`config.mk`:
```
export PLATFORM = sky130hd
export DESIGN_NAME = gate_direction_fsm_flat
export DESIGN_NICKNAME = d
export VERILOG_FILES = /design/src/rtl/parking_pkg.sv /design/src/rtl/gate_direction_fsm_if.sv /design/src/rtl/beam_filter.sv /design/src/rtl/gate_direction_fsm.sv /design/src/flat_wrapper.sv
export SDC_FILE = /design/constraint.sdc
export NUM_CORES = 1
export LEC_CHECK = 0
export ABC_AREA = 1
export ABC_CLOCK_PERIOD_IN_PS = 2300
export BUFFER_PORTS_ARGS = -buffer_cell sky130_fd_sc_hd__buf_2
export CORE_UTILIZATION = 35
export DETAILED_ROUTE_END_ITERATION = 8
export MAX_ROUTING_LAYER = met4
export SYNTH_ARGS = -nofsm -noshare
export SYNTH_HDL_FRONTEND = slang
export SYNTH_SLANG_ARGS = --single-unit
```
`constraint.sdc`:
```
create_clock -name clk -period 2.3 [get_ports clk]
set_input_delay 0 -clock clk [delete_from_list [all_inputs] [get_ports clk]]
set_output_delay 0 -clock clk [all_outputs]
set_load 0.02 [all_outputs]
```
`src/rtl/parking_pkg.sv`:
```
// Shared definitions for the parking gate blocks: gate FSM states and
// default filter/timeout lengths used by counter and display logic too.
package parking_pkg;

  localparam int unsigned FILTER_CYCLES_DEF  = 500000;
  localparam int unsigned TIMEOUT_CYCLES_DEF = 100000000;

  typedef enum logic [3:0] {
    IDLE       = 4'd0,
    IN_A       = 4'd1,
    IN_AB      = 4'd2,
    IN_B       = 4'd3,
    OUT_B      = 4'd4,
    OUT_AB     = 4'd5,
    OUT_A      = 4'd6,
    WAIT_CLEAR = 4'd7,
    FAULT      = 4'd8
  } gate_state_e;

endpackage

```
`src/rtl/gate_direction_fsm_if.sv`:
```
// Beam inputs and crossing outputs of one lane gate, bundled for the
// detector (slave) and whatever drives/observes it (master).
interface gate_direction_fsm_if;

  logic beam_a;
  logic beam_b;
  logic car_in;
  logic car_out;
  logic busy;
  logic fault;

  modport master (
    output beam_a, beam_b,
    input  car_in, car_out, busy, fault
  );

  modport slave (
    input  beam_a, beam_b,
    output car_in, car_out, busy, fault
  );

endinterface

```
`src/rtl/beam_filter.sv`:
```
// Two-flop synchroniser followed by a stable-count filter for one raw beam;
// the filtered output only follows a value held for FILTER_CYCLES cycles.
module beam_filter
  import parking_pkg::*;
#(
    parameter int unsigned FILTER_CYCLES = FILTER_CYCLES_DEF
) (
    input  logic clk,
    input  logic reset,
    input  logic raw,
    output logic filt
);

  localparam int unsigned CW = $clog2(FILTER_CYCLES + 1);

  logic          sync1_q;
  logic          sync2_q;
  logic          filt_q, filt_d;
  logic [CW-1:0] cnt_q, cnt_d;

  // For a single bit, "differs from filt" restarts exactly when the
  // synchronised value changes, so no separate previous-value flop is kept.
  always_comb begin
    filt_d = filt_q;
    cnt_d  = '0;
    if (sync2_q != filt_q) begin
      if (cnt_q == CW'(FILTER_CYCLES - 1)) begin
        filt_d = sync2_q;
      end else begin
        cnt_d = cnt_q + 1'b1;
      end
    end
  end

  always_ff @(posedge clk or posedge reset) begin
    if (reset) begin
      sync1_q <= 1'b0;
      sync2_q <= 1'b0;
      filt_q  <= 1'b0;
      cnt_q   <= '0;
    end else begin
      sync1_q <= raw;
      sync2_q <= sync1_q;
      filt_q  <= filt_d;
      cnt_q   <= cnt_d;
    end
  end

  assign filt = filt_q;

endmodule

```
`src/rtl/gate_direction_fsm.sv`:
```
// Lane gate direction detector: filters both beams, tracks the blocking
// sequence and emits one registered car_in/car_out pulse per crossing.
module gate_direction_fsm
  import parking_pkg::*;
#(
    parameter int unsigned FILTER_CYCLES  = FILTER_CYCLES_DEF,
    parameter int unsigned TIMEOUT_CYCLES = TIMEOUT_CYCLES_DEF
) (
    input  logic                  clk,
    input  logic                  reset,
    gate_direction_fsm_if.slave   gate
);

  localparam int unsigned DW = (TIMEOUT_CYCLES > 1) ? $clog2(TIMEOUT_CYCLES) : 1;

  logic          fa;
  logic          fb;
  logic [1:0]    ab;
  logic          timeout;
  gate_state_e   state_q, state_d;
  logic [DW-1:0] dwell_q, dwell_d;
  logic          pend_in_q, pend_in_d;
  logic          pend_out_q, pend_out_d;
  logic          car_in_q, car_out_q, busy_q, fault_q;

  beam_filter #(.FILTER_CYCLES(FILTER_CYCLES)) u_filt_a (
    .clk   (clk),
    .reset (reset),
    .raw   (gate.beam_a),
    .filt  (fa)
  );

  beam_filter #(.FILTER_CYCLES(FILTER_CYCLES)) u_filt_b (
    .clk   (clk),
    .reset (reset),
    .raw   (gate.beam_b),
    .filt  (fb)
  );

  assign ab = {fa, fb};

  always_comb begin
    timeout = (state_q != IDLE) && (state_q != FAULT) &&
              (dwell_q == DW'(TIMEOUT_CYCLES - 1));
    state_d = state_q;
    case (state_q)
      IDLE: case (ab)
        2'b10:   state_d = IN_A;
        2'b01:   state_d = OUT_B;
        2'b11:   state_d = WAIT_CLEAR;
        default: ;
      endcase
      IN_A: case (ab)
        2'b11:   state_d = IN_AB;
        2'b00:   state_d = IDLE;
        2'b01:   state_d = WAIT_CLEAR;
        default: ;
      endcase
      IN_AB: case (ab)
        2'b01:   state_d = IN_B;
        2'b10:   state_d = IN_A;
        2'b00:   state_d = WAIT_CLEAR;
        default: ;
      endcase
      IN_B: case (ab)
        2'b00:   state_d = IDLE;
        2'b11:   state_d = IN_AB;
        2'b10:   state_d = WAIT_CLEAR;
        default: ;
      endcase
      OUT_B: case (ab)
        2'b11:   state_d = OUT_AB;
        2'b00:   state_d = IDLE;
        2'b10:   state_d = WAIT_CLEAR;
        default: ;
      endcase
      OUT_AB: case (ab)
        2'b10:   state_d = OUT_A;
        2'b01:   state_d = OUT_B;
        2'b00:   state_d = WAIT_CLEAR;
        default: ;
      endcase
      OUT_A: case (ab)
        2'b00:   state_d = IDLE;
        2'b11:   state_d = OUT_AB;
        2'b01:   state_d = WAIT_CLEAR;
        default: ;
      endcase
      WAIT_CLEAR, FAULT: if (ab == 2'b00) state_d = IDLE;
      default: state_d = IDLE;
    endcase
    if (timeout) state_d = FAULT;
  end

  // Completion is flagged on the transition into IDLE and released one
  // cycle later, so pulses trail the state register like busy and fault.
  always_comb begin
    dwell_d    = dwell_q;
    pend_in_d  = (state_q == IN_B)  && (state_d == IDLE);
    pend_out_d = (state_q == OUT_A) && (state_d == IDLE);
    if (state_d != state_q) begin
      dwell_d = '0;
    end else if ((state_q != IDLE) && (state_q != FAULT)) begin
      dwell_d = dwell_q + 1'b1;
    end
  end

  always_ff @(posedge clk or posedge reset) begin
    if (reset) begin
      state_q    <= IDLE;
      dwell_q    <= '0;
      pend_in_q  <= 1'b0;
      pend_out_q <= 1'b0;
      car_in_q   <= 1'b0;
      car_out_q  <= 1'b0;
      busy_q     <= 1'b0;
      fault_q    <= 1'b0;
    end else begin
      state_q    <= state_d;
      dwell_q    <= dwell_d;
      pend_in_q  <= pend_in_d;
      pend_out_q <= pend_out_d;
      car_in_q   <= pend_in_q;
      car_out_q  <= pend_out_q;
      busy_q     <= (state_q != IDLE);
      fault_q    <= (state_q == FAULT);
    end
  end

  assign gate.car_in  = car_in_q;
  assign gate.car_out = car_out_q;
  assign gate.busy    = busy_q;
  assign gate.fault   = fault_q;

endmodule
```
`src/flat_wrapper.sv`:
```
// flat-port wrapper written by rule: the top's interface ports become plain ports
module gate_direction_fsm_flat import parking_pkg::*;
#(
    parameter int unsigned FILTER_CYCLES  = FILTER_CYCLES_DEF,
    parameter int unsigned TIMEOUT_CYCLES = TIMEOUT_CYCLES_DEF
)
  (clk, reset, gate_beam_a, gate_beam_b, gate_car_in, gate_car_out, gate_busy, gate_fault);
  gate_direction_fsm_if gate_i ();
  input  logic clk;
  input  logic reset;
  input wire logic [$bits(gate_i.beam_a)-1:0] gate_beam_a;
  input wire logic [$bits(gate_i.beam_b)-1:0] gate_beam_b;
  output wire logic [$bits(gate_i.car_in)-1:0] gate_car_in;
  output wire logic [$bits(gate_i.car_out)-1:0] gate_car_out;
  output wire logic [$bits(gate_i.busy)-1:0] gate_busy;
  output wire logic [$bits(gate_i.fault)-1:0] gate_fault;
  assign gate_i.beam_a = gate_beam_a;
  assign gate_i.beam_b = gate_beam_b;
  assign gate_car_in = gate_i.car_in;
  assign gate_car_out = gate_i.car_out;
  assign gate_busy = gate_i.busy;
  assign gate_fault = gate_i.fault;
  gate_direction_fsm #(.FILTER_CYCLES(FILTER_CYCLES), .TIMEOUT_CYCLES(TIMEOUT_CYCLES)) u_core (.clk(clk), .reset(reset), .gate(gate_i));
endmodule
```
==> results of run 1 <==
-- worst min-delay path, cell delays in order --
cell           delay, ns
dlygate4sd3_1       0.53
buf_2               0.13
clkinv_2            0.40
-- logic make-up after synthesis --
kind of cell / synth area share (%)
xor+xnor: 6.46
mux: 0.462
simple gates: 37.3
buf+inv: 7.93
fa+ha+maj: 0.815
flops: 44.0
compound gates: 2.99
-- per-stage QoR --
step / instance area [um^2] / util, % / hold WS, ns
final: 5250 / 41.3 / 0.257
after global routing: 5250 / 41.3 / 0.293
after CTS: 5210 / 40.9 / 0.269
after detailed placement: 4830 / 38.0 / 0.0902
after global placement: 4830 / 38.0 / 0.0844
after floorplan: 4610 / - / 0.0314
-- cell usage in the layout (no fill, tap or decap), drive strengths merged --
cell type	instances
a211oi	3
a21o	1
a21oi	10
a31o	1
a31oi	3
buf	16
bufinv	3
clkbuf	10
clkinv	5
dfrtp	81
dlygate4sd3	3
ha	3
inv	71
mux2	1
mux2i	1
nand2	133
nand3	47
nand4	20
nor2	128
nor3	25
nor3b	3
nor4	9
o21ai	6
or2	3
xnor2	7
xor2	27
-- layout make-up --
class	count	area [um^2]
multi-input combinational	431	2210
inverter	74	280
clock buffer	10	239
timing repair buffer	19	170
tap	172	215
clock inverter	5	104
sequential	81	2030
fill	1320	7470
-- cell usage after synthesis (all sizes together) --
master / instances / area share, %
nand2: 133 / 11
a21oi: 10 / 1.1
nor2: 128 / 13
or2: 3 / 0.41
xnor2: 7 / 1.3
ha: 3 / 0.81
a21o: 1 / 0.16
o21ai: 6 / 0.65
xor2: 27 / 5.1
nand3: 47 / 5.5
nor3b: 3 / 0.49
dfrtp: 81 / 44
buf: 7 / 1.7
nor3: 25 / 2.7
inv: 72 / 5.9
nor4: 9 / 1.2
nand4: 20 / 2.7
clkbuf: 2 / 0.16
clkinv: 2 / 0.19
a31oi: 3 / 0.41
mux2: 1 / 0.24
a31o: 1 / 0.19
a211oi: 3 / 0.49
mux2i: 1 / 0.22
-- routing by layer --
layer	vias to the layer above	global-route usage, %	share of wire [%]
li1	1938	-	-
met1	1824	19.8	47
met2	69	26.0	48
met3	10	4.88	3.7
met4	0	5.06	1.4
met5	-	-	0
-- state kept, by name, indices dropped and copies added, names as in the netlist, 4 cells and up --
signal	cells
u_core.dwell_q	27
u_core.state_q	4
u_core.u_filt_a.cnt_q	19
u_core.u_filt_b.cnt_q	19
-- final timing paths --
kind / end / slack, ns / cells after the start
worst min register to register: u_core.u_filt_b.sync2_q / 0.35 / 0
worst max register to register: u_core.dwell_q[11] / 0.32 / 13
worst max-delay path: u_core.dwell_q[11] / 0.32 / 13
min in group clk: u_core.u_filt_b.sync1_q / 0.30 / 2
worst min-delay path: u_core.u_filt_a.sync1_q / 0.26 / 3
max in group asynchronous: u_core.gate.car_out / 1.37 / 4
-- repair_timing --
item,4_1_cts,5_1_grt
gates resized for setup,0,0
endpoints found under the hold margin,35,0
setup endpoints to repair,0,13
hold buffers,3,0
setup buffers,0,4
-- power groups by stage --
stage	combinational, mW	sequential (mW)	clock, mW
floorplan	0.0446	1.47	0
global placement	0.0733	1.47	0
detailed placement	0.0742	1.47	0
CTS	0.0784	1.45	1.70
global route	0.0892	1.45	1.77
finish	0.0745	1.45	1.65
==> reports/metrics.yaml, run 1 <==
status: "finished, final reports clean"
critPathLaunchType: "flip-flop"
post-dp-hpwl_mm: 6.83
coreArea_mm2: 0.0127
place_congestion: 0.934
fmax_ghz: 0.504
required_ns: 2.53
min-delay-path-class: "in -> async"
io_pins: 8
antennaDiodeCount: 0
antenna_found_initial: 0
nets: 623
synth-seq-cells: 81
wl_per_cell_um: 12.0
power.static_leakage_nw: 2.29
fin_crit_ns: 1.98
initial_core_util_pct: 36.2
synth_nets: 602
combinationalPowerShare_pct: 2.3
die_width_um: 117
viasPerCell: 4.85
finalHoldViolCount: 0
period_share_pct: 86.2
syn_avg_cell_area_um2: 7.74
vias: 3841
cts-htree-levels: 3
worstPathMaxFanout: 13
grt_max_degree: 49
cts.sinks: 81
crit_type: "reg -> reg"
dp_slack_ns: 0.216
switchingPower_mw: 0.629
finalSetupTns_ns: 0
crit_family: "simple AND/OR/NAND/NOR gates"
ir_drop_mv: 0.350
cpPeakStageDelay_ns: 0.39
rsz0062_at_grt: "false"
max_cap_viol_count: 0
initialDrtViolationCount: 270
critPathLaunch: "u_core.dwell_q[0]"
worstPathCellList: "ha_1 > nand2_1 > nor2_1 > nand2_1 > nor2_1 > nand3_2 > nand2_1 > nand2_1 > nand2_1 > nor2_2 > nand2_4 > buf_12 > nor2_2"
portBuffers: 7
clkTransAtPathRegs_ns: 0.06
cts_made_buffers: 9
syn_inst: 595
dieHeight_um: 117
timing.rr.start: "u_core.dwell_q[0]"
cp.arrival_ns: 2.21
cts_tree: "yes"
setup_viol: 0
die_area_mm2: 0.0136
power.share.clock_pct: 52.0
synthDistinctLibCells: 33
clockRootBuffer: "clkbuf_16"
slew_viol_final: 0
num_rows: 41
yosys_warnings: 0
grtUsageTotal_pct: 16.3
synth_seq_area_share_pct: 44.0
finClkSkew_ns: 0.00567
grt_pass1_wl_mm: 16.8
layout-drive-gt1-share_pct: 13.1
ant_nets: 0
first_global_vias: 3640
p_int_mw: 2.54
slew_headroom_pct: 60.3
total_power_mw: 3.17
clock_path_buffers: 2
critPathSlowestCell: "dfrtp_1"
finalNonFillerCells: 792
crit_buf_inv: 1
insertion_delay_ns: 0.34
tightest_slew_ns: 0.595
drc_errors: 0
end_kind: "flip-flop"
dp.cells: 770
switching_share_pct: 19.8
p_seq_share_pct: 45.7
syn_to_final_growth_pct: 14.0
overflow: 0
totalWireLength_mm: 9.48
cp_common_cell: "nand2_1"
syn_area_mm2: 0.00461
power.density_mw_per_mm2: 604
setup_slack_ns: 0.318
dr.pass1.iters: 4
Note: power is estimated with default switching activity, not from simulation.
==> run 2: changes to the inputs <==
--- a/config.mk
+++ b/config.mk
@@ -9,8 +9,10 @@
 export ABC_CLOCK_PERIOD_IN_PS = 2300
 export BUFFER_PORTS_ARGS = -buffer_cell sky130_fd_sc_hd__buf_2
 export CORE_UTILIZATION = 35
+export CTS_BUF_LIST = sky130_fd_sc_hd__clkbuf_4 sky130_fd_sc_hd__clkbuf_8
 export DETAILED_ROUTE_END_ITERATION = 8
 export MAX_ROUTING_LAYER = met4
 export SYNTH_ARGS = -nofsm -noshare
 export SYNTH_HDL_FRONTEND = slang
 export SYNTH_SLANG_ARGS = --single-unit
+export TNS_END_PERCENT = 20
==> reports/metrics.yaml, run 2 (synthesized netlist as in run 1, its figures left out) <==
clockRootBuffer: "clkbuf_8"  # was clkbuf_16
critPathLaunchType: "flip-flop"  # unchanged
period_share_pct: 86.7  # was 86.2%
grt_max_degree: 49  # unchanged
mostFrequentLayoutCells: "130 x nand2_1, 98 x nor2_1, 81 x dfrtp_1"  # unchanged
finalHoldViolCount: 0  # unchanged
met1_usage_pct: 19.4  # was 19.8%
status: "finished, final reports clean"  # unchanged
reg_top3: "u_core.dwell_q x27, u_core.u_filt_a.cnt_q x19, u_core.u_filt_b.cnt_q x19"  # unchanged
dieHeight_um: 117  # unchanged
finClkSkew_ns: 0.00950  # was 0.00567 ns
grt_pass1_wl_mm: 16.6  # was 16.8 mm
required_ns: 2.59  # was 2.53 ns
layout-drive-gt1-share_pct: 13.1  # unchanged
fill_cells: 1334  # was 1320
cts-resized-gates: 0  # unchanged
r2r_cells: 12  # was 13
syn_to_final_growth_pct: 11.8  # was 14.0%
cp.arrival_ns: 2.29  # was 2.21 ns
timing.rr.start: "u_core.dwell_q[0]"  # unchanged
vias: 3826  # was 3841
grtUsageTotal_pct: 16.2  # was 16.3%
final_common_cell: "nand2_1"  # unchanged
max_flop_register: "u_core.dwell_q"  # unchanged
tightest_slew_ns: 0.598  # was 0.595 ns
nets: 623  # unchanged
coreArea_mm2: 0.0127  # unchanged
cts-htree-levels: 3  # unchanged
place_congestion: 0.934  # unchanged
insertion_delay_ns: 0.37  # was 0.34 ns
totalWireLength_mm: 9.47  # was 9.48 mm
setup_viol: 0  # unchanged
ir_drop_mv: 0.311  # was 0.350 mV
slew_headroom_pct: 60.1  # was 60.3%
io_pins: 8  # unchanged
use_met2_pct: 26.0  # about the same
die_area_mm2: 0.0136  # unchanged
timing.rr.end: "u_core.dwell_q[20]"  # was u_core.dwell_q[11]
cts_tree: "yes"  # unchanged
antennaDiodeCount: 0  # unchanged
multiInputGateArea_mm2: 0.00221  # unchanged
reg2reg_setup_slack_ns: 0.31  # was 0.32 ns
wl_per_cell_um: 12.0  # about the same
worstPathMaxFanout: 8  # was 13
initialDrtViolationCount: 262  # was 270
drc_errors: 0  # unchanged
ant_nets: 0  # unchanged
busiest_layer: "met2"  # unchanged
cts.sinks: 81  # unchanged
ff_latch_area_mm2: 0.00203  # unchanged
fmax_ghz: 0.501  # was 0.504 GHz
met3_usage_pct: 4.10  # was 4.88%
finalSetupTns_ns: 0  # unchanged
num_rows: 41  # unchanged
first_global_vias: 3630  # was 3640
antenna_found_initial: 0  # unchanged
clkTransAtPathRegs_ns: 0.09  # was 0.06 ns
power.density_mw_per_mm2: 540  # was 604 mW/mm^2
setup_slack_ns: 0.305  # was 0.318 ns
fin_crit_ns: 1.99  # was 1.98 ns
initial_core_util_pct: 36.2  # unchanged
largest_register_ffs: 27  # unchanged
die_width_um: 117  # unchanged
overflow: 0  # unchanged
portBuffers: 7  # unchanged
dp_slack_ns: 0.216  # unchanged
max_cap_viol_count: 0  # unchanged
slew_viol_final: 0  # unchanged
cts_made_buffers: 9  # unchanged
end_kind: "flip-flop"  # unchanged
dr.pass1.iters: 4  # unchanged
viasPerCell: 4.83  # was 4.85
power.static_leakage_nw: 2.24  # was 2.29 nW
clock_path_buffers: 2  # unchanged
rsz0062_at_grt: "false"  # unchanged
post-dp-hpwl_mm: 6.83  # unchanged
min-delay-path-class: "in -> async"  # unchanged
crit_type: "reg -> reg"  # unchanged
==> run 2: changes by cell type in the layout (fill, tap and decap cells not counted) <==
| cell | delta |
|---|---|
| clkbuf_16 | -9 |
| clkbuf_8 | +9 |
==> run 2: critical path, cell delays in order (launching register included) <==
cell	delay, ns
dfrtp_1	0.40
ha_1	0.18
nand2_1	0.08
nor2_1	0.14
nand2_1	0.08
nor2_1	0.12
nand3_2	0.17
nand3_1	0.14
nand2_1	0.08
nor2_2	0.15
nand2_4	0.12
buf_4	0.16
nor2_1	0.10
==> run 2: final cells by class <==
cell class | count | share of cell area, %
clock inverters | 5 | 2.02
clock buffers | 10 | 2.67
well taps | 172 | 4.18
flip-flops and latches | 81 | 39.4
multi-input cells | 431 | 43.0
inverters | 74 | 5.44
repair buffers | 19 | 3.30
==> run 2: how the worst max path moves through the flow <==
stage,start,end
after floorplan,reset,u_core.dwell_q[0]
after global placement,u_core.state_q[0],u_core.dwell_q[11]
after detailed placement,u_core.state_q[0],u_core.dwell_q[5]
after CTS,u_core.state_q[0],u_core.dwell_q[11]
after global routing,u_core.dwell_q[0],u_core.dwell_q[21]
final,u_core.dwell_q[0],u_core.dwell_q[20]
==> run 2: timing repair <==
item	in CTS	in global routing
setup endpoints to repair	0	13
endpoints found under the hold margin	35	0
buffers inserted	0	4
hold buffers	3	0
==> run 2: routing by layer <==
metal / routed length, um / vias to the layer above / part of all wire, %
met5: 0 / - / 0
met3: 326 / 11 / 3.4
met1: 4420 / 1810 / 47
li1: - / 1937 / -
met4: 143 / 0 / 1.5
met2: 4580 / 68 / 48
==> run 2: per-stage QoR <==
stage	hold slack, ns	total power, mW	std cells	util [%]	area [um^2]
floorplan	0.0314	1.52	595	-	4610
global placement	0.0844	1.55	770	38.0	4830
global route	0.258	2.91	792	40.5	5150
finish	0.234	2.78	792	40.5	5150
CTS	0.223	2.84	788	40.1	5110
detailed placement	0.0902	1.55	770	38.0	4830
==> run 2: report_power, final <==
group | internal (mW) | switching (mW) | total, mW
Clock | 0.744 | 0.517 | 1.26
Sequential | 1.43 | 0.0108 | 1.45
Combinational | 0.0208 | 0.0537 | 0.0746
Total | 2.20 | 0.581 | 2.78
==> run 3: changes to the inputs <==
--- a/config.mk
+++ b/config.mk
@@ -12,6 +12,7 @@
 export CTS_BUF_LIST = sky130_fd_sc_hd__clkbuf_4 sky130_fd_sc_hd__clkbuf_8
 export DETAILED_ROUTE_END_ITERATION = 8
 export MAX_ROUTING_LAYER = met4
+export REMOVE_ABC_BUFFERS = 1
 export SYNTH_ARGS = -nofsm -noshare
 export SYNTH_HDL_FRONTEND = slang
 export SYNTH_SLANG_ARGS = --single-unit
==> reports/metrics.yaml, run 3 (synthesized netlist as in run 1, its figures left out) <==
grt_max_degree: 45  # was 49
reg_top3: "u_core.dwell_q x27, u_core.u_filt_a.cnt_q x19, u_core.u_filt_b.cnt_q x19"  # unchanged
wl_per_cell_um: 11.6  # was 12.0 um
nets: 618  # was 623
total_power_mw: 2.79  # was 2.78 mW
cts_setup_buffers: 0  # unchanged
crit_family: "simple AND/OR/NAND/NOR gates"  # unchanged
power.static_leakage_nw: 2.21  # was 2.24 nW
cp.arrival_ns: 2.36  # was 2.29 ns
post-dp-hpwl_mm: 6.71  # was 6.83 mm
max_cap_viol_count: 0  # unchanged
dr.pass1.iters: 5  # was 4
overflow: 0  # unchanged
finalSetupTns_ns: 0  # unchanged
antenna_found_initial: 0  # unchanged
slew_viol_final: 0  # unchanged
grt_pass1_wl_mm: 16.0  # was 16.6 mm
largest_register_ffs: 27  # unchanged
viasPerCell: 4.75  # was 4.83
ff_latch_area_mm2: 0.00203  # unchanged
end_kind: "flip-flop"  # unchanged
cp_common_cell: "nand2_1"
max_flop_register: "u_core.dwell_q"  # unchanged
die_width_um: 117  # unchanged
worstPathCellList: "inv_1 > nand2_1 > nand3_2 > nand2_1 > nor2_1 > nand2_1 > nand2_1 > nand2_1 > nand2_1 > nor2_2 > nand2_8 > nor2_1"  # was ha_1 > nand2_1 > nor2_1 > nand2_1 > nor2_1 > nand3_2 > nand3_1 > nand2_1 > nor2_2 > nand2_4 > buf_4 > nor2_1
clock_path_buffers: 2  # unchanged
grtUsageTotal_pct: 15.6  # was 16.2%
placed_area_mm2: 0.00481  # was 0.00483 mm^2
vias: 3742  # was 3826
critPathLaunch: "u_core.u_filt_a.filt"  # was u_core.dwell_q[0]
initial_core_util_pct: 36.2  # unchanged
ant_nets: 0  # unchanged
min-delay-path-class: "in -> async"  # unchanged
syn_to_final_growth_pct: 10.6  # was 11.8%
clkTransAtPathRegs_ns: 0.09  # about the same
tightest_slew_ns: 0.670  # was 0.598 ns
crit_buf_inv: 1  # unchanged
ir_drop_mv: 0.219  # was 0.311 mV
finalNonFillerCells: 788  # was 792
fmax_ghz: 0.484  # was 0.501 GHz
required_ns: 2.60  # was 2.59 ns
num_rows: 41  # unchanged
worstPathMaxFanout: 27  # was 8
cts-htree-levels: 3  # unchanged
initialDrtViolationCount: 195  # was 262
coreArea_mm2: 0.0127  # unchanged
multiInputGateArea_mm2: 0.00222  # was 0.00221 mm^2
finalHoldViolCount: 0  # unchanged
cts_tree: "yes"  # unchanged
status: "finished, final reports clean"  # unchanged
dieHeight_um: 117  # unchanged
critPathLaunchType: "flip-flop"  # unchanged
period_share_pct: 89.8  # was 86.7%
timing.rr.start: "u_core.u_filt_a.filt"  # was u_core.dwell_q[0]
layout-drive-gt1-share_pct: 12.5  # was 13.1%
clockRootBuffer: "clkbuf_8"  # unchanged
slew_headroom_pct: 55.3  # was 60.1%
mostFrequentLayoutCells: "130 x nand2_1, 98 x nor2_1, 81 x dfrtp_1"  # unchanged
place_congestion: 0.937  # was 0.934
totalWireLength_mm: 9.11  # was 9.47 mm
die_area_mm2: 0.0136  # unchanged
cts.sinks: 81  # unchanged
fin_crit_ns: 2.07  # was 1.99 ns
finClkSkew_ns: 0.00948  # was 0.00950 ns
io_pins: 8  # unchanged
setup_viol: 0  # unchanged
antennaDiodeCount: 0  # unchanged
power.density_mw_per_mm2: 546  # was 540 mW/mm^2
dp.cells: 769  # was 770
drc_errors: 0  # unchanged
cpPeakStageDelay_ns: 0.54  # was 0.40 ns
first_global_vias: 3547  # was 3630
rsz0062_at_grt: "false"  # unchanged
cts_made_buffers: 9  # unchanged
insertion_delay_ns: 0.37  # about the same
fill_cells: 1345  # was 1334
stdcell_area_mm2: 0.00510  # was 0.00515 mm^2
portBuffers: 7  # unchanged
crit_type: "reg -> reg"  # unchanged
final_common_cell: "nand2_1"  # unchanged
critPathSlowestCell: "dfrtp_1"  # unchanged
## run 3: cell types whose count changed in the layout (fill, tap and decap cells not counted), sizes merged
cell    before  now
buf         16   11
clkinv       5    4
inv         71   73
## run 3: what timing repair did
| action | 4_1_cts | 5_1_grt |
|---|---|---|
| hold buffers | 3 | 0 |
| endpoints found under the setup margin | 0 | 12 |
| gates resized for setup | 0 | 1 |
| hold endpoints to repair | 39 | 0 |
## run 3: worst reg2reg max path: stages, from the launching register on
cell     delay [ns]
dfrtp_1        0.54
inv_1          0.14
nand2_1        0.18
nand3_2        0.12
nand2_1        0.09
nor2_1         0.04
nand2_1        0.08
nand2_1        0.08
nand2_1        0.07
nand2_1        0.06
nor2_2         0.20
nand2_8        0.23
nor2_1         0.16
## run 3: routing by layer
metal | vias to the layer above | wire length (um) | GRT usage [%]
met5 | - | 0 | -
met4 | 0 | 191 | 6.24
met3 | 17 | 312 | 3.84
met2 | 59 | 4210 | 24.5
met1 | 1745 | 4400 | 19.2
li1 | 1921 | - | -
## run 3: path summary, 6_finish.rpt
path,end,slack (ns),cells past startpoint
max,u_core.dwell_q[22],0.23,12
min,u_core.u_filt_a.cnt_q[1],0.25,3
max reg2reg,u_core.dwell_q[22],0.23,12
min reg2reg,u_core.gate.car_out,0.34,0
max in group asynchronous,u_core.pend_out_q,1.39,4
min in group clk,u_core.u_filt_a.sync1_q,0.29,2
## run 3: report_power, final
part	switching, mW	internal [mW]	leakage, nW
logic	0.0519	0.0196	0.968
registers	0.00948	1.43	1.12
clock network	0.531	0.739	0.125
## run 3: cell type report
class	instances	area share, %
inverters	74	5.50
clock buffers	10	2.58
flip-flops and latches	81	39.8
well taps	172	4.22
multi-input cells	431	43.6
clock inverters	6	2.21
repair buffers	14	2.11
## run 3: through the flow
stage	setup slack [ns]	hold slack [ns]	util (%)
global placement	0.236	0.112	37.8
floorplan	0.220	0.0314	-
finish	0.234	0.253	40.1
detailed placement	0.195	0.116	37.8
CTS	0.196	0.255	40.0
global route	0.0369	0.269	40.1
